===== src/rtl/rom_arb_pkg.sv =====
// Shared types and constants for the two-port function-ROM arbiter.
package rom_arb_pkg;

    typedef enum logic [1:0] {
        IDLE = 2'd0,
        READ = 2'd1,
        RESP = 2'd2
    } state_e;

    localparam int ROM_ADDR_W = 4;
    localparam int ROM_DATA_W = 5;

    localparam logic PORT0 = 1'b0;
    localparam logic PORT1 = 1'b1;

endpackage


===== src/rtl/rr_pick2.sv =====
// Combinational two-way round-robin picker; on a tie the port that was not granted last wins.
module rr_pick2 (
    input  logic req0,
    input  logic req1,
    input  logic last_grant,
    output logic gnt_any,
    output logic winner
);

    always_comb begin
        gnt_any = req0 | req1;
        if (req0 && req1) begin
            winner = ~last_grant;
        end else begin
            winner = req1;
        end
    end

endmodule


===== src/rtl/rom_access_arbiter.sv =====
// Round-robin arbiter sharing one combinational function ROM between two requesters.
// Define ROM_ACCESS_CNT_EN to add per-port saturating completion counters cnt0/cnt1.
module rom_access_arbiter
    import rom_arb_pkg::*;
#(
    parameter int ADDR_W = ROM_ADDR_W,
    parameter int DATA_W = ROM_DATA_W
) (
    input  logic              clk,
    input  logic              rst_n,
    input  logic              req0,
    input  logic [ADDR_W-1:0] addr0,
    input  logic              req1,
    input  logic [ADDR_W-1:0] addr1,
    output logic [ADDR_W-1:0] rom_addr,
    input  logic [DATA_W-1:0] rom_data,
    output logic [DATA_W-1:0] rd_data,
    output logic              valid0,
    output logic              valid1,
`ifdef ROM_ACCESS_CNT_EN
    output logic [7:0]        cnt0,
    output logic [7:0]        cnt1,
`endif
    output logic              busy
);

    state_e            state_q, state_d;
    logic              winner_q, winner_d;
    logic              last_grant_q, last_grant_d;
    logic [ADDR_W-1:0] rom_addr_q, rom_addr_d;
    logic [DATA_W-1:0] rd_data_q, rd_data_d;
    logic              valid0_q, valid0_d;
    logic              valid1_q, valid1_d;
    logic              gnt_any;
    logic              pick;

    rr_pick2 u_pick (
        .req0       (req0),
        .req1       (req1),
        .last_grant (last_grant_q),
        .gnt_any    (gnt_any),
        .winner     (pick)
    );

    // The address is latched once in IDLE; later addrX changes cannot disturb the read.
    always_comb begin
        state_d      = state_q;
        winner_d     = winner_q;
        last_grant_d = last_grant_q;
        rom_addr_d   = rom_addr_q;
        rd_data_d    = rd_data_q;
        valid0_d     = 1'b0;
        valid1_d     = 1'b0;
        case (state_q)
            IDLE: begin
                if (gnt_any) begin
                    winner_d   = pick;
                    rom_addr_d = (pick == PORT1) ? addr1 : addr0;
                    state_d    = READ;
                end
            end
            READ: begin
                state_d = RESP;
            end
            RESP: begin
                rd_data_d    = rom_data;
                valid0_d     = (winner_q == PORT0);
                valid1_d     = (winner_q == PORT1);
                last_grant_d = winner_q;
                state_d      = IDLE;
            end
            default: begin
                state_d = IDLE;
            end
        endcase
    end

    always_ff @(posedge clk or negedge rst_n) begin
        if (!rst_n) begin
            state_q      <= IDLE;
            winner_q     <= PORT0;
            last_grant_q <= PORT1;
            rom_addr_q   <= '0;
            rd_data_q    <= '0;
            valid0_q     <= 1'b0;
            valid1_q     <= 1'b0;
        end else begin
            state_q      <= state_d;
            winner_q     <= winner_d;
            last_grant_q <= last_grant_d;
            rom_addr_q   <= rom_addr_d;
            rd_data_q    <= rd_data_d;
            valid0_q     <= valid0_d;
            valid1_q     <= valid1_d;
        end
    end

`ifdef ROM_ACCESS_CNT_EN
    logic [7:0] cnt0_q, cnt0_d;
    logic [7:0] cnt1_q, cnt1_d;

    // Counts advance together with the valid pulse they record and stick at 255.
    always_comb begin
        cnt0_d = cnt0_q;
        cnt1_d = cnt1_q;
        if (valid0_d && (cnt0_q != 8'hFF)) begin
            cnt0_d = cnt0_q + 8'd1;
        end
        if (valid1_d && (cnt1_q != 8'hFF)) begin
            cnt1_d = cnt1_q + 8'd1;
        end
    end

    always_ff @(posedge clk or negedge rst_n) begin
        if (!rst_n) begin
            cnt0_q <= '0;
            cnt1_q <= '0;
        end else begin
            cnt0_q <= cnt0_d;
            cnt1_q <= cnt1_d;
        end
    end

    assign cnt0 = cnt0_q;
    assign cnt1 = cnt1_q;
`endif

    assign rom_addr = rom_addr_q;
    assign rd_data  = rd_data_q;
    assign valid0   = valid0_q;
    assign valid1   = valid1_q;
    assign busy     = (state_q != IDLE);

endmodule


===== config.mk =====
export PLATFORM = sky130hd
export DESIGN_NAME = rom_access_arbiter
export DESIGN_NICKNAME = d
export VERILOG_FILES = /design/src/rtl/rom_arb_pkg.sv /design/src/rtl/rr_pick2.sv /design/src/rtl/rom_access_arbiter.sv
export SDC_FILE = /design/constraint.sdc
export NUM_CORES = 1
export LEC_CHECK = 0
export CORE_UTILIZATION = 41
export CTS_BUF_LIST = sky130_fd_sc_hd__clkbuf_4 sky130_fd_sc_hd__clkbuf_8
export CTS_CLUSTER_SIZE = 40
export DETAILED_ROUTE_END_ITERATION = 8
export PLACE_DENSITY = 0.79
export SYNTH_ARGS = -nofsm -noshare
export SYNTH_HDL_FRONTEND = slang
export SYNTH_SLANG_ARGS = --single-unit

===== constraint.sdc =====
create_clock -name clk -period 1.7 [get_ports clk]
set_input_delay 0.17 -clock clk [delete_from_list [all_inputs] [get_ports clk]]
set_output_delay 0.17 -clock clk [all_outputs]
set_load 0.02 [all_outputs]

-- After elaboration in Yosys (flattened, before gate mapping)
Cells that the tools add are included.
- reductions and logical operators: 4
- eq/ne operators: 3
- muxes and demuxes: 6
- bitwise gates (word level): 3
- operators by type and width (kind ; count):
    4-bit two-way mux ; 1
    2-bit case mux with 2 select lines ; 1
    1-bit two-way mux ; 3
    2-bit by 1-bit == test with 1-bit output (second input constant) ; 1
    2-bit == test (second input constant) ; 1
    2-bit logical NOT ; 1
    2-bit two-way mux ; 1
    2-bit != test (second input constant) ; 1
    1-bit NOT ; 2
    2-bit AND reduction ; 1
    2-bit nonzero test ; 1
    1-bit logical AND ; 1
    1-bit bitwise OR ; 1
- bits of input ports: 17
- output and inout bits: 12
- word-level logic and storage cells: 23
- register bits: 15

-- Depth between registers and ports, before layout
Gate-level depths: netlist (run 1).
- depth in word-level cells: 3
- mapped depth: 4
- gate-level depth less buffers: 3

-- Hierarchy
From an unflattened synthesis (run 1), not the netlist that was laid out.
- cell total of the unflattened synthesis: 40
- area, all modules: 618.1 sq um
- modules (own cells, without submodules) (module ; area each (sq um) ; cells an instance ; seq. area each (sq um) ; instances):
    rom_access_arbiter ; 604.3 ; 38 ; 376.6 ; 1
    rr_pick2 ; 13.8 ; 2 ; 0.0 ; 1

-- Worst setup path after synthesis (run 1)
No wires, ideal clock.
- path kind: reg-to-reg
- start point: reg last_grant_q
- end point: reg rom_addr_q[0] (netlist: rom_addr[0])
- arrival: 1.143 ns
- cell stages (with the launch flop): 4
- setup slack: 0.432 ns
- period minus slack after synthesis: 1.268 ns
- data required time: 1.575 ns
- setup time: 0.125 ns
- path buffers: 0
- cells stage by stage: dfstp_2 a21boi_4 mux2_1 mux2_2
- longest elaborated chain between the ends: 3
- ends and longest elaborated chain (what ; RTL line ; source):
    start, declared ; rom_access_arbiter.sv:29 ; logic last_grant_q, last_grant_d;
    start signal, assigned ; rom_access_arbiter.sv:90 ; last_grant_q <= last_grant_d;
    1-bit NOT ; rr_pick2.sv:13 ; winner = ~last_grant;
    1-bit two-way mux ; rr_pick2.sv:12 ; if (req0 && req1) begin
    4-bit two-way mux ; rom_access_arbiter.sv:58 ; rom_addr_d = (pick == PORT1) ? addr1 : addr0;
    end signal, assigned ; rom_access_arbiter.sv:91 ; rom_addr_q <= rom_addr_d;
    end, declared ; rom_access_arbiter.sv:30 ; logic [ADDR_W-1:0] rom_addr_q, rom_addr_d;
Every way passes these cells.
A chain may end at the register's enable or synchronous reset.

-- Worst setup path after layout (run 1)
- start point: reg rom_addr_q[2] (netlist: rom_addr[2])
- end point: out rom_addr[2]
- RTL lines (what ; RTL line ; source):
    end, declared ; rom_access_arbiter.sv:15 ; output logic [ADDR_W-1:0] rom_addr,
No word-level cell between the ends.

==> out/qor.yml, run 1 <==
grt:
  grt_first_pass_wirelength_um: 1750
  grt-ovfl-total: 0
  grt_antenna_before_repair: 0
  grt_max_degree: 16
  grt_pass1_vias: 406
  grtUsageTotal: 0.172
drt:
  drtIter0Drc: 9
  route.detailed.drc: 0
  routed_wl_um: 1160
  drt_pass1_iterations: 4
  final_antenna_net_count: 0
  num_vias: 419
  vias_per_cell: 4.71
  wl_per_cell_um: 13.1
setup_path:
  crit_type: "flop to output pin"
  critPathLaunchType: "flop"
  path_buf_inv: 1
  cp-end-kind: "output pin"
  r2r_cells: 3
  cp_data_required_time_ns: 1.53
  path_cells: "clkdlybuf4s50_1"
  cp_top_family: "buffers and inverters"
  cp.arrival_ns: 1.24
  slowest_delay_ns: 0.61
  crit_fanout: 2
  path_depth: 1
  worst_path_max_delay_cell: "clkdlybuf4s50_1"
place:
  portBuffers: 28
  hpwlAfterDp_um: 892
  gp_congestion: 0.744
final_layout:
  fin_util: 0.710
  areaGrowthSynthToFinish_pct: 55.8
  diodes: 0
  drive_gt1_frac: 0.257
  nNetsFinal: 92
pwr:
  leakagePower_nw: 0.431
  peakVddDrop_mv: 0.943
  power.density_nw_per_um2: 1750
logic_synthesis:
  ys_warn_count: 0
  syn_area_per_cell_um2: 14.8
  syn_area_um2: 608
  yosysUniqueCellTypes: 14
  ys_ff_latch: 15
  synth_seq_area_share: 0.619
  syn_nets: 58
  syn_inst: 41
clock_tree:
  cts_setup_buffers: 0
  cts_buffers: 3
  root_buffer: "clkbuf_4"
  htree_levels: 1
  clock_latency_ns: 0.28
  clock_path_buffers: 2
  cts_tree: "done"
  clk_pin_slew_ns: 0.09
  cts_sinks: 15
floorplanning:
  start_util: 0.456
  die_area_um2: 1640
  ioPinCount: 29
  die_w_um: 40.5
  rows: 13
  core_um2: 1330
  die_h_um: 40.5
outcome:
  status: "complete, no violations"
hold_path:
  hold_path.class: "primary input to asynchronous set/reset pin"
timing:
  fin_setup_tns_ns: 0
  slew_viol_final: 0
  worstMarginPinSlew_ns: 0.342
  fmax_ghz: 0.708
  hold_violations: 0
  min_period_ns: 1.41
  fin_crit_sh: 0.831
  slew_headroom: 0.772
  setup_violations: 0
  finalClockSkew_ns: 0.00187
  rsz0062_at_grt: "false"
flow_run:
  cap_violations: 0
[layer usage]
metal,GRT usage,routed length (um),vias to the layer above
met4,0.0750,0,0
met1,0.193,488,202
li1,-,-,206
met3,0.0500,39,0
met5,0,0,-
met2,0.298,635,11
[stage by stage]
| stage | worst slack (ns) | total power, mW | hold slack, ns | cell area, um2 | std cells |
|---|---|---|---|---|---|
| after floorplan | 0.432 | 1.10 | -0.126 | 608 | 41 |
| after global placement | 0.0784 | 1.47 | 0.442 | 917 | 85 |
| after detailed placement | 0.0532 | 1.48 | 0.448 | 917 | 85 |
| after CTS | 0.0584 | 1.69 | 0.188 | 945 | 89 |
| after global routing | 0.226 | 1.77 | 0.188 | 947 | 89 |
| final | 0.287 | 1.66 | 0.187 | 947 | 89 |
[synth_stat cells]
cell      number  area (um2)
dfstp_2        1        26.3
mux2_1         3        33.8
nor2b_1        1        6.26
nand2b_1       1        6.26
a22o_2         1        10.0
buf_2          1        5.00
a21o_1         1        7.51
o21ai_1        1        5.00
dfrtp_1       14         350
mux2_2         9         101
inv_1          3        11.3
mux2_4         1        15.0
nor2_1         3        11.3
a21boi_4       1        18.8
[cell type report]
type,instances,area (um2)
clock buffer,3,22.5
tap,15,18.8
fill,112,387
multi-input combinational,22,215
timing repair buffer,30,298
sequential,15,377
clock inverter,1,5.00
inverter,3,11.3
[final timing paths]
kind,startpoint,endpoint,slack [ns]
worst max register to register,last_grant_q$_DFFE_PN1N_,rom_addr[2]$_DFFE_PN0P_,0.37
max in group asynchronous,rst_n,last_grant_q$_DFFE_PN1N_,1.27
min in group clk,state_q[1]$_DFFE_PN0P_,state_q[1]$_DFFE_PN0P_,0.46
worst min-delay path,rst_n,rom_addr[3]$_DFFE_PN0P_,0.19
worst min register to register,state_q[1]$_DFFE_PN0P_,state_q[1]$_DFFE_PN0P_,0.46
worst max-delay path,rom_addr[2]$_DFFE_PN0P_,rom_addr[2],0.29
[power breakdown]
group	leakage, nW	switching (mW)	internal [mW]
sequential	0.180	0.0882	0.536
clock	0.0177	0.115	0.0873
combinational	0.234	0.367	0.468
total	0.431	0.570	1.09
[flip-flops by register name (all words and copies together), names as in the netlist]
signal	cells
valid0	1
state_q	2
rd_data	5
winner_q	1
rom_addr	4
valid1	1
last_grant_q	1
[cells by family after synthesis]
kind of cell | Yosys count | synth area share
buf+inv | 4 | 0.0267
flops | 15 | 0.619
mux | 13 | 0.247
compound gates | 4 | 0.0679
simple gates | 5 | 0.0391
[cell usage in the layout, fill, tap and decap left out, drive strengths merged, types with 2 or more instances in the layout]
cell           synthesis  final
clkdlybuf4s50          0     27
dfrtp                 14     14
mux2                  13     13
inv                    3      3
nor2                   3      3
clkbuf                 0      3
buf                    1      2
[what timing repair did]
action	4_1_cts	5_1_grt
endpoints found under the setup margin	0	1
hold buffers	0	0
resized for setup	0	1
(Power assumes the default switching activity.)
==> inputs of run 2 (changes only) <==
Clock period 1.7 ns to 1.4 ns, I/O delays scaled along.
==> run 2 against run 1 <==
- critical path type unchanged
- critical path depth grew 2
- sequential power grew 21%
- utilization rose by 2.1 points
- setup slack got worse by 0.22 ns
- sequential share of layout area is 1.1 points lower
- cell count increased by 1.1%
- flip-flop and latch count did not move
- critical endpoint is now busy
- first-iteration DRC count shrank 56%
==> out/qor.yml, run 2 (synthesis results as in run 1) <==
floorplanning:
  rows: 13
  start_util: 0.456
  core_um2: 1330
  die_h_um: 40.5
  ioPinCount: 29
  die_w_um: 40.5
  die_area_um2: 1640
grt:
  grtUsageTotal: 0.158
  grt_first_pass_wirelength_um: 1630
  grt_pass1_vias: 372
  grt_antenna_before_repair: 0
  grt_max_degree: 11
  grt-ovfl-total: 0
timing:
  rsz0062_at_grt: "false"
  slew_viol_final: 0
  finalClockSkew_ns: 0.00468
  min_period_ns: 1.33
  fmax_ghz: 0.751
  slew_headroom: 0.770
  hold_violations: 0
  fin_crit_sh: 0.951
  setup_violations: 0
  worstMarginPinSlew_ns: 0.344
  layout_setup_ws_ns: 0.0685
clock_tree:
  clock_latency_ns: 0.28
  clk_pin_slew_ns: 0.09
  clock_path_buffers: 2
  cts_sinks: 15
  cts_tree: "done"
  cts_buffers: 3
  root_buffer: "clkbuf_4"
  htree_levels: 1
  ctsHoldBuffers: 0
setup_path:
  path_cells: "nor2_2, inv_1, dlygate4sd2_1"
  cp.arrival_ns: 1.19
  slowest_delay_ns: 0.40
  crit_fanout: 3
  cp_data_required_time_ns: 1.26
  critPathLaunchType: "flop"
  cp_top_family: "flip-flops"
  cp-end-kind: "output pin"
  worst_path_max_delay_cell: "dfrtp_1"
  crit_type: "flop to output pin"
  path_buf_inv: 2
pwr:
  intPower_mw: 1.28
  leakagePower_nw: 0.520
  p_comb_frac: 0.494
  power_frac_clock: 0.121
  power_mw: 1.97
  p_seq_frac: 0.385
  peakVddDrop_mv: 1.01
  power.density_nw_per_um2: 2020
  switchingPower_mw: 0.686
  swShare: 0.348
place:
  dp_slack_ns: -0.206
  gp_congestion: 0.721
  portBuffers: 28
  dpl_cell_area_um2: 925
  hpwlAfterDp_um: 866
drt:
  drt_pass1_iterations: 2
  route.detailed.drc: 0
  num_vias: 429
  drtIter0Drc: 4
  final_antenna_net_count: 0
  wl_per_cell_um: 11.5
  vias_per_cell: 4.77
  routed_wl_um: 1040
final_layout:
  diodes: 0
  nNetsFinal: 93
  areaGrowthSynthToFinish_pct: 60.3
  final_common_cell: "clkdlybuf4s50_1"
  design_area_um2: 975
  final_cell_mix: "17 x clkdlybuf4s50_1, 14 x dfrtp_1, 9 x mux2_2, 9 x dlymetal6s2s_1"
  drive_gt1_frac: 0.280
  largest_reg_flops: 5
flow_run:
  cap_violations: 0
hold_path:
  hold_path.class: "primary input to asynchronous set/reset pin"
outcome:
  status: "complete, no violations"
## run 2: cell count changes in the layout (fill, tap and decap cells not counted)
cell             previous run  this run
buf_4                       2         3
nor2_2                      0         1
dlymetal6s2s_1              1         9
dlygate4sd2_1               0         2
nor2_1                      3         2
clkdlybuf4s50_1            27        17
## run 2: path summary, 6_finish.rpt
| kind | cells past startpoint | endpoint | slack (ns) | startpoint |
|---|---|---|---|---|
| worst max register to register | 3 | rom_addr[0]$_DFFE_PN0P_ | 0.09 | last_grant_q$_DFFE_PN1N_ |
| worst min register to register | 1 | state_q[1]$_DFFE_PN0P_ | 0.47 | state_q[1]$_DFFE_PN0P_ |
| worst min-delay path | 2 | rom_addr[3]$_DFFE_PN0P_ | 0.14 | rst_n |
| max in group asynchronous | 2 | last_grant_q$_DFFE_PN1N_ | 1.01 | rst_n |
| worst max-delay path | 3 | busy | 0.07 | state_q[0]$_DFFE_PN0P_ |
| min in group clk | 1 | state_q[1]$_DFFE_PN0P_ | 0.47 | state_q[1]$_DFFE_PN0P_ |
## run 2: power by group through the flow
stage               clock network, mW  registers [mW]  logic (mW)
floorplan                           0           0.947       0.386
global placement                    0           0.768        1.02
detailed placement                  0           0.771        1.03
CTS                             0.259           0.762        1.01
global route                    0.276           0.788        1.04
finish                          0.239           0.758       0.973
## run 2: metrics by stage
stage               TNS (ns)  cells  hold slack (ns)   util
floorplan                  0     41           -0.156      -
global placement      -0.706     86            0.441  0.693
detailed placement    -0.771     86            0.445  0.693
CTS                        0     90            0.137  0.712
global route               0     90            0.153  0.731
finish                     0     90            0.143  0.731
## run 2: final cells by class
type / count / area (um2)
fillers: 99 / 359
clock buffers: 3 / 22.5
flip-flops and latches: 15 / 377
inverters: 3 / 11.3
multi-input cells: 22 / 218
well taps: 15 / 18.8
clock inverters: 1 / 5.00
repair buffers: 31 / 323
## run 2: routing by layer
metal | global-route usage | vias up | routed length [um]
li1 | - | 205 | -
met1 | 0.195 | 216 | 440
met2 | 0.246 | 8 | 569
met3 | 0.0333 | 0 | 27
met4 | 0.100 | 0 | 0
met5 | 0 | - | 0
## run 2: timing repair
item,4_1_cts,5_1_grt
endpoints found under the setup margin,2,10
gates resized for setup,2,10
buffers inserted,0,0
pin swaps,0,0
endpoints found under the hold margin,0,0
==> inputs of run 3 (changes only) <==
Settings changed: CORE_UTILIZATION 41 to 34, CTS_BUF_LIST sky130_fd_sc_hd__clkbuf_4 sky130_fd_sc_hd__clkbuf_8 to unset, PLACE_DENSITY 0.79 to 0.7, SETUP_SLACK_MARGIN set to 0.15.
Clock period 1.4 ns to 1.14 ns, I/O delays scaled along.
==> run 3 against run 2 <==
- the run now ends with setup timing left
- die area is 20% higher
- first-iteration DRC count fell by 25%
- worst hold slack got worse by 0.011 ns
- sequential share of layout area down 0.34 points
- highest routed layer unchanged
- clock-buffer cell count unchanged
- clock power up 25%
- critical endpoint is now rom_addr[0]$_DFFE_PN0P_
==> out/qor.yml, run 3 (synthesis results as in run 1) <==
outcome:
  status: "complete, but fails checks"
  violations: "setup timing"
hold_path:
  hold_path.class: "primary input to asynchronous set/reset pin"
drt:
  final_antenna_net_count: 0
  drtIter0Drc: 3
  routed_wl_um: 1200
  route.detailed.drc: 0
  drt_pass1_iterations: 2
  wl_per_cell_um: 11.9
  vias_per_cell: 4.43
  num_vias: 447
setup_path:
  critPathLaunchType: "flop"
  path_cells: "a21boi_4, mux2_1, mux2_2"
  cp-end-kind: "flop"
  cp_data_required_time_ns: 1.31
  reg2reg_from: "last_grant_q$_DFFE_PN1N_"
  slowest_delay_ns: 0.57
  crit_fanout: 5
  crit_type: "flop to flop"
  cp.arrival_ns: 1.51
  cp-startpoint: "last_grant_q$_DFFE_PN1N_"
  worst_path_max_delay_cell: "dfstp_2"
timing:
  fmax_ghz: 0.748
  fin_crit_sh: 1.17
  hold_violations: 0
  finalClockSkew_ns: 0.00271
  rsz0062_at_grt: "true"
  min_period_ns: 1.34
  layout_setup_ws_ns: -0.197
  slew_headroom: 0.845
  worstMarginPinSlew_ns: 0.231
  setup_violations: 10
  slew_viol_final: 0
pwr:
  power_mw: 2.64
  peakVddDrop_mv: 1.32
  power.density_nw_per_um2: 2690
  leakagePower_nw: 0.490
grt:
  grtUsageTotal: 0.142
  grt_pass1_vias: 466
  grt_first_pass_wirelength_um: 2010
  use_met1: 0.179
  met2_usage: 0.235
  grt-ovfl-total: 0
  top_usage_layer: "met2"
  grtUsageMet3: 0.0367
  grt_max_degree: 16
  grt_antenna_before_repair: 0
place:
  dp_slack_ns: -0.443
  dpl_cell_area_um2: 932
  place_inst: 94
  portBuffers: 28
  hpwlAfterDp_um: 859
  gp_congestion: 0.699
final_layout:
  nNetsFinal: 95
  stdcell_count: 101
  drive_gt1_frac: 0.506
  fin_util: 0.617
  largest_reg_flops: 5
  final_common_cell: "clkdlybuf4s50_1"
  final_cell_mix: "16 x clkdlybuf4s50_1, 14 x dfrtp_1, 10 x buf_2, 9 x mux2_4, 4 x buf_6"
  areaGrowthSynthToFinish_pct: 61.7
  design_area_um2: 983
  diodes: 0
floorplanning:
  ioPinCount: 29
  die_h_um: 44.3
  die_w_um: 44.3
  core_um2: 1590
  rows: 14
  start_util: 0.381
  die_area_um2: 1960
clock_tree:
  clk_pin_slew_ns: 0.09
  clock_latency_ns: 0.28
  cts_buffers: 3
  cts_tree: "done"
  htree_levels: 1
  cts_sinks: 15
  root_buffer: "clkbuf_4"
  clock_path_buffers: 2
  ctsHoldBuffers: 0
flow_run:
  cap_violations: 0
run 3: cell types whose count changed in the layout (fill, tap and decap cells not counted), sizes merged:
cell / previous run / this run
buf: 3 / 16
clkbuf: 3 / 4
clkdlybuf4s50: 17 / 16
dlygate4sd2: 2 / 0
dlymetal6s2s: 9 / 0
run 3: what timing repair did:
action,4_1_cts,5_1_grt
setup buffers,3,0
pin swaps,1,1
endpoints found under the setup margin,23,15
gates resized for setup,56,9
run 3: final cells by class:
cell class	instances	area, um2
well taps	24	30.0
repair buffers	33	275
clock inverters	1	5.00
inverters	3	11.3
flip-flops and latches	15	377
fillers	138	611
clock buffers	3	22.5
multi-input cells	22	263
run 3: metrics by stage:
step,TNS [ns],hold slack (ns)
after floorplan,-0.510,-0.182
after global placement,-2.00,0.441
after detailed placement,-2.11,0.441
after CTS,-1.00,0.130
after global routing,-1.47,0.168
final,-1.09,0.132
run 3: power by group:
part           internal [mW]  switching [mW]
clock                  0.130           0.169
sequential             0.800           0.159
combinational          0.755           0.629
total                   1.68           0.957
run 3: worst paths after layout:
kind / depth (start not counted) / to / slack, ns
worst max-delay path: 3 / rom_addr[0]$_DFFE_PN0P_ / -0.20
worst min-delay path: 2 / rd_data[4]$_DFFE_PN0N_ / 0.13
worst max register to register: 3 / rom_addr[0]$_DFFE_PN0P_ / -0.20
worst min register to register: 1 / valid0$_DFF_PN0_ / 0.48
max in group asynchronous: 2 / last_grant_q$_DFFE_PN1N_ / 0.77
min in group clk: 2 / rd_data[0]$_DFFE_PN0N_ / 0.45
run 3: per-layer routing:
metal	up-vias	wire, um
li1	211	-
met1	222	502
met2	14	650
met3	0	49
met4	0	0
met5	-	0
run 3: worst max-delay path, delay by kind of cell, from the launching register on:
family	cells	cell delay, ns
flip-flops	1	0.57
AO/OA/AOI/OAI	1	0.09
multiplexers	2	0.57
==> patch 1: new RTL, settings of run 1 <==
Add a define of `ROM_ACCESS_CNT_EN`.
--- a/src/rtl/rom_access_arbiter.sv
+++ b/src/rtl/rom_access_arbiter.sv
@@ -1,5 +1,7 @@
 // Round-robin arbiter sharing one combinational function ROM between two requesters.
 // Define ROM_ACCESS_CNT_EN to add per-port saturating completion counters cnt0/cnt1.
+`define ROM_ACCESS_CNT_EN
+
 module rom_access_arbiter
     import rom_arb_pkg::*;
 #(
Function (old outputs only; new: cnt0 and cnt1): kept (equiv_simple and equiv_induct, registers matched by name and starting in step).
==> patch 1 against run 1 <==
Worst setup slack lost 0.20 ns. Non-clock buffer count rose by 18. Worst hold slack improved by 0.043 ns. Combinational power up 78%. Utilization down 10 points. Sequential share of layout area decreased by 2.0 points. Sequential cell count rose by 16. Die area is 140% higher. Power up 93%. Area after synthesis rose by 140%. Final area grew 120%. Wire length rose to 2.7 times the old value. Final cell count increased to 2.6 times the old value. Critical endpoint is now cnt1[4].
==> patch 1: results (changes against run 1) <==
Worst slack at placement -> 0.00511 ns (-0.0481 ns)
Met2 wire length -> 1580 um (+150%)
Slew @ Worst Pin -> 0.387 ns (+0.0452 ns)
P_leak -> 0.927 nW (+110%)
Commonest cells in the netlist -> dfrtp_1 (30), nand2_1 (24), mux2_2 (8)
Mapped Cells -> 127 (+210%)
Status -> finished, final reports clean
Met3 Usage GRT -> 0.0662 (+0.0162)
Count of input and output buffers -> 44 (+57%)
Clock skew -> 0.00367 ns (+0.00180 ns)
Worst VDD drop -> 0.948 mV (+0.58%)
H-Tree Depth -> 2 (+1)
Adder-Cell Fraction of Synth Area -> 0.0169 (+0.0169)
Main area contributors after synthesis -> dfrtp_1 (51%), mux2_2 (6.1%), nand2_1 (6.1%), mux2_1 (3.8%), a21oi_1 (2.4%)
Comb pwr share -> 0.466 (-0.036)
Arr. time, crit path -> 1.45 ns (+0.21 ns)
# placed instances -> 220 (+160%)
Max FO, Critical Path -> 7 (+5)
Cts repair resizes -> 1 (+1)
Register area share after synthesis -> 0.524 (-0.0948)
Largest net degree at the start of global routing -> 32 (+16)
Total CTS buffers -> 5 (+2)
Internal Power -> 1.95 mW (+79%)
Non-filler cells, final -> 228 (+160%)
Met2 global-route usage -> 0.310 (+0.0128)
Layout cells sized above 1 -> 0.187 (-0.0699)
Detail Placement HPWL -> 2340 um (+160%)
WL met3 -> 201 um (+420%)
Total GRT Usage -> 0.180 (+0.00753)
Setup Buffers After CTS -> 0 (unchanged)
Routed metal-1 wirelength -> 1360 um (+180%)
Compound-Gate Fraction of Synth Area -> 0.0878 (+0.0199)
Top cell type's share of synthesized area -> 0.507 (-0.0694)
Routed len/inst -> 13.9 um (+6.5%)
Syn. warnings -> 0 (unchanged)
Reg power frac -> 0.399 (+0.023)
CP max stage delay -> 0.65 ns (+0.04 ns)
Yosys cell types -> 43 (+29)
Uppermost layer routed -> met4
Root Buffer -> clkbuf_4
Initial antenna violation count -> 0 (unchanged)
Drt first-iter violations -> 22 (+13)
Worst skew pair latency -> 0.33 ns (+0.05 ns)
Critical Path Slowest Stage Cell -> clkdlybuf4s50_1
Post-synthesis mux area share -> 0.119 (-0.128)
Wire length of the first global-routing pass -> 5500 um (+210%)
Post-synthesis xor/xnor area fraction -> 0.0236 (+0.0236)
Worst Hold Class -> input port to asynchronous set/reset pin
GR Util met1 -> 0.214 (+0.0212)
Vias -> 1,186 (+180%)
Max clock buf depth -> 2 (unchanged)
Switching share of power -> 0.392 (+0.0487)
# diodes -> 0 (unchanged)
Post-DP Area -> 0.00200 mm^2 (+120%)
Fin nets -> 200 (+120%)
Syn Nets -> 146 (+150%)
Reg clk slew, reported paths -> 0.09 ns (about the same)
Gp weighted congestion -> 0.863 (+16%)
## patch 1: layout make-up
cell class	instances	area, um^2
fillers	283	1330
flip-flops and latches	31	777
multi-input cells	92	682
repair buffers	48	472
well taps	46	57.6
clock buffers	7	52.6
inverters	3	11.3
clock inverters	1	5.00
## patch 1: final timing paths
| check | endpoint | start | depth (start not counted) | slack, ns |
|---|---|---|---|---|
| worst min register to register | last_grant_q$_DFFE_PN1N_ | last_grant_q$_DFFE_PN1N_ | 2 | 0.47 |
| worst max-delay path | cnt1[4] | cnt1[4]$_DFFE_PN0P_ | 1 | 0.08 |
| min in group clk | rd_data[3]$_DFFE_PN0N_ | rom_data[3] | 3 | 0.36 |
| max in group asynchronous | last_grant_q$_DFFE_PN1N_ | rst_n | 2 | 1.15 |
| worst min-delay path | cnt0[0]$_DFFE_PN0P_ | rst_n | 2 | 0.23 |
| worst max register to register | cnt0[6]$_DFFE_PN0P_ | cnt0[0]$_DFFE_PN0P_ | 4 | 0.12 |
==> patch 2: new RTL, config.mk and constraints of run 1 <==
Without the edit above. Re-encode `state_e` (3 states) as one-hot, 3 bits wide.
--- a/src/rtl/rom_arb_pkg.sv
+++ b/src/rtl/rom_arb_pkg.sv
@@ -1,10 +1,10 @@
 // Shared types and constants for the two-port function-ROM arbiter.
 package rom_arb_pkg;
 
-    typedef enum logic [1:0] {
-        IDLE = 2'd0,
-        READ = 2'd1,
-        RESP = 2'd2
+    typedef enum logic [2:0] {
+        IDLE = 3'b001,
+        READ = 3'b010,
+        RESP = 3'b100
     } state_e;
 
     localparam int ROM_ADDR_W = 4;
Check against the original RTL: same outputs for any inputs over 10 cycles, from zero or initial values and one cycle with rst_n low; not proved beyond that.
==> patch 2 against run 1 <==
Worst setup slack worse by 0.17 ns. Sequential cell count up 1. Utilization down 3.7 points. Worst hold slack better by 0.017 ns. Final area up 7.1%. Power up 4.8%. Area after synthesis up 9.3%. Wire length up 18%. Critical path type unchanged.
==> patch 2: results (changes against run 1) <==
Post-DP Area -> 980 um^2 (+6.8%)
Met3 Usage GRT -> 0.0302 (-0.0198)
Syn. warnings -> 0 (unchanged)
Largest register FFs -> 5 (unchanged)
Register area share after synthesis -> 0.606 (-0.0129)
Wire length of the first global-routing pass -> 2300 um (+31%)
Commonest cells in the netlist -> dfrtp_1 (14), mux2_2 (6), a2bb2oi_1 (4), o32ai_1 (4)
Root Buffer -> clkbuf_4
First-pass DRT Iterations -> 3 (-1)
Met2 global-route usage -> 0.283 (-0.0145)
P_leak -> 0.422 nW (-2.2%)
Total GRT Usage -> 0.176 (+0.00372)
H-Tree Depth -> 1 (unchanged)
Gp weighted congestion -> 0.662 (-11%)
Arr. time, crit path -> 1.41 ns (+0.17 ns)
Layout cells sized above 1 -> 0.228 (-0.0289)
GR Util met1 -> 0.225 (+0.0320)
Flop2flop setup slack -> 0.32 ns (-0.05 ns)
Routed wire length -> 1380 um (+18%)
Vias -> 491 (+17%)
Fin nets -> 97 (+5.4%)
Main area contributors after synthesis -> dfrtp_1 (53%), mux2_2 (10%), dfstp_2 (7.9%), nor3b_4 (5.6%), a2bb2oi_1 (5.3%)
# diodes -> 0 (unchanged)
CP max stage delay -> 0.57 ns (-0.04 ns)
Clock skew -> 0.000549 ns (-0.00132 ns)
Ys flop type -> dfrtp_1
Total CTS buffers -> 3 (unchanged)
Ys async rst share -> 1.00 (unchanged)
Worst VDD drop -> 0.953 mV (+1.0%)
Worst skew pair latency -> 0.28 ns (about the same)
Initial antenna violation count -> 0 (unchanged)
Number of global-route vias before repair -> 504 (+24%)
Fillers -> 114 (+1.8%)
Count of input and output buffers -> 28 (unchanged)
Critical Path Slowest Stage Cell -> dfstp_2
Final hold slack -> 0.204 ns (+0.0169 ns)
Yosys cell types -> 16 (+2)
Worst Hold Class -> input port to asynchronous set/reset pin
Max clock buf depth -> 2 (unchanged)
Setup Buffers After CTS -> 0 (unchanged)
Slew @ Worst Pin -> 0.399 ns (+0.0572 ns)
Largest net degree at the start of global routing -> 17 (+1)
Drt first-iter violations -> 6 (-3)
Syn Nets -> 62 (+6.9%)
Crit path max-delay family -> flip-flops
Post-synth EDFFs -> 0 (unchanged)
Reg clk slew, reported paths -> 0.09 ns (about the same)
Status -> finished, final reports clean
Max FO, Critical Path -> 3 (+1)
Cts hold-fix bufs -> 0 (unchanged)
Detail Placement HPWL -> 975 um (+9.3%)
patch 2: cell types whose count changed in the layout (fill, tap and decap cells not counted), moves of 2 or more:
cell / before / now
a2bb2oi_1: 0 / 4
o32ai_1: 0 / 4
mux2_1: 3 / 0
mux2_2: 9 / 6
nand3_1: 0 / 2
nor2_1: 3 / 1
nor3b_4: 0 / 2
patch 2: repair_timing:
action                                  CTS  global route
resized for setup                         1             0
endpoints found under the setup margin    1             0
hold endpoints to repair                  0             0
patch 2: cell families (layout without fill, tap and decap cells):
kind of cell	after synthesis	in the layout	synth area share
AO/OA/AOI/OAI	10	10	0.143
buffers and inverters	2	36	0.0113
flip-flops	16	16	0.606
multiplexers	7	7	0.117
AND/OR/NAND/NOR	10	10	0.122
patch 2: layout make-up:
| type | count | area (um^2) | area share |
|---|---|---|---|
| clock buffers | 4 | 36.3 | 0.0358 |
| inverters | 2 | 7.51 | 0.00740 |
| multi-input cells | 27 | 254 | 0.250 |
| flip-flops and latches | 16 | 403 | 0.397 |
| well taps | 16 | 20.0 | 0.0197 |
| repair buffers | 30 | 294 | 0.290 |
patch 2: worst paths after layout:
path,start,end,cells after the start
worst min register to register,winner_q$_DFFE_PN0P_,valid0$_DFF_PN0_,1
min in group clk,rom_data[4],rd_data[4]$_DFFE_PN0N_,2
worst min-delay path,rst_n,valid1$_DFF_PN0_,2
max in group asynchronous,rst_n,state_q[0]$_DFFE_PN1P_,2
worst max-delay path,state_q[0]$_DFFE_PN1P_,busy,3
worst max register to register,state_q[0]$_DFFE_PN1P_,rom_addr[2]$_DFFE_PN0P_,4
patch 2: metrics by stage:
step,total power [mW],cells,utilization,setup slack [ns]
2_1_floorplan,1.14,45,-,0.420
6_report,1.74,95,0.674,0.117
3_3_place_gp,1.49,91,0.650,0.210
3_5_place_dp,1.51,91,0.650,0.204
5_1_grt,1.83,95,0.674,0.0517
4_1_cts,1.76,95,0.674,0.103
patch 2: routing by layer:
metal  routed length, um  up-vias  part of all wire
met5                   0        -                 0
met4                  14        0             0.010
met3                  39        2             0.028
met2                 730        8              0.53
met1                 593      243              0.43
li1                    -      238                 -
patch 2: report_power, final:
part	total (mW)	internal, mW	switching, mW
logic	0.831	0.458	0.373
registers	0.667	0.555	0.112
clock network	0.243	0.130	0.113
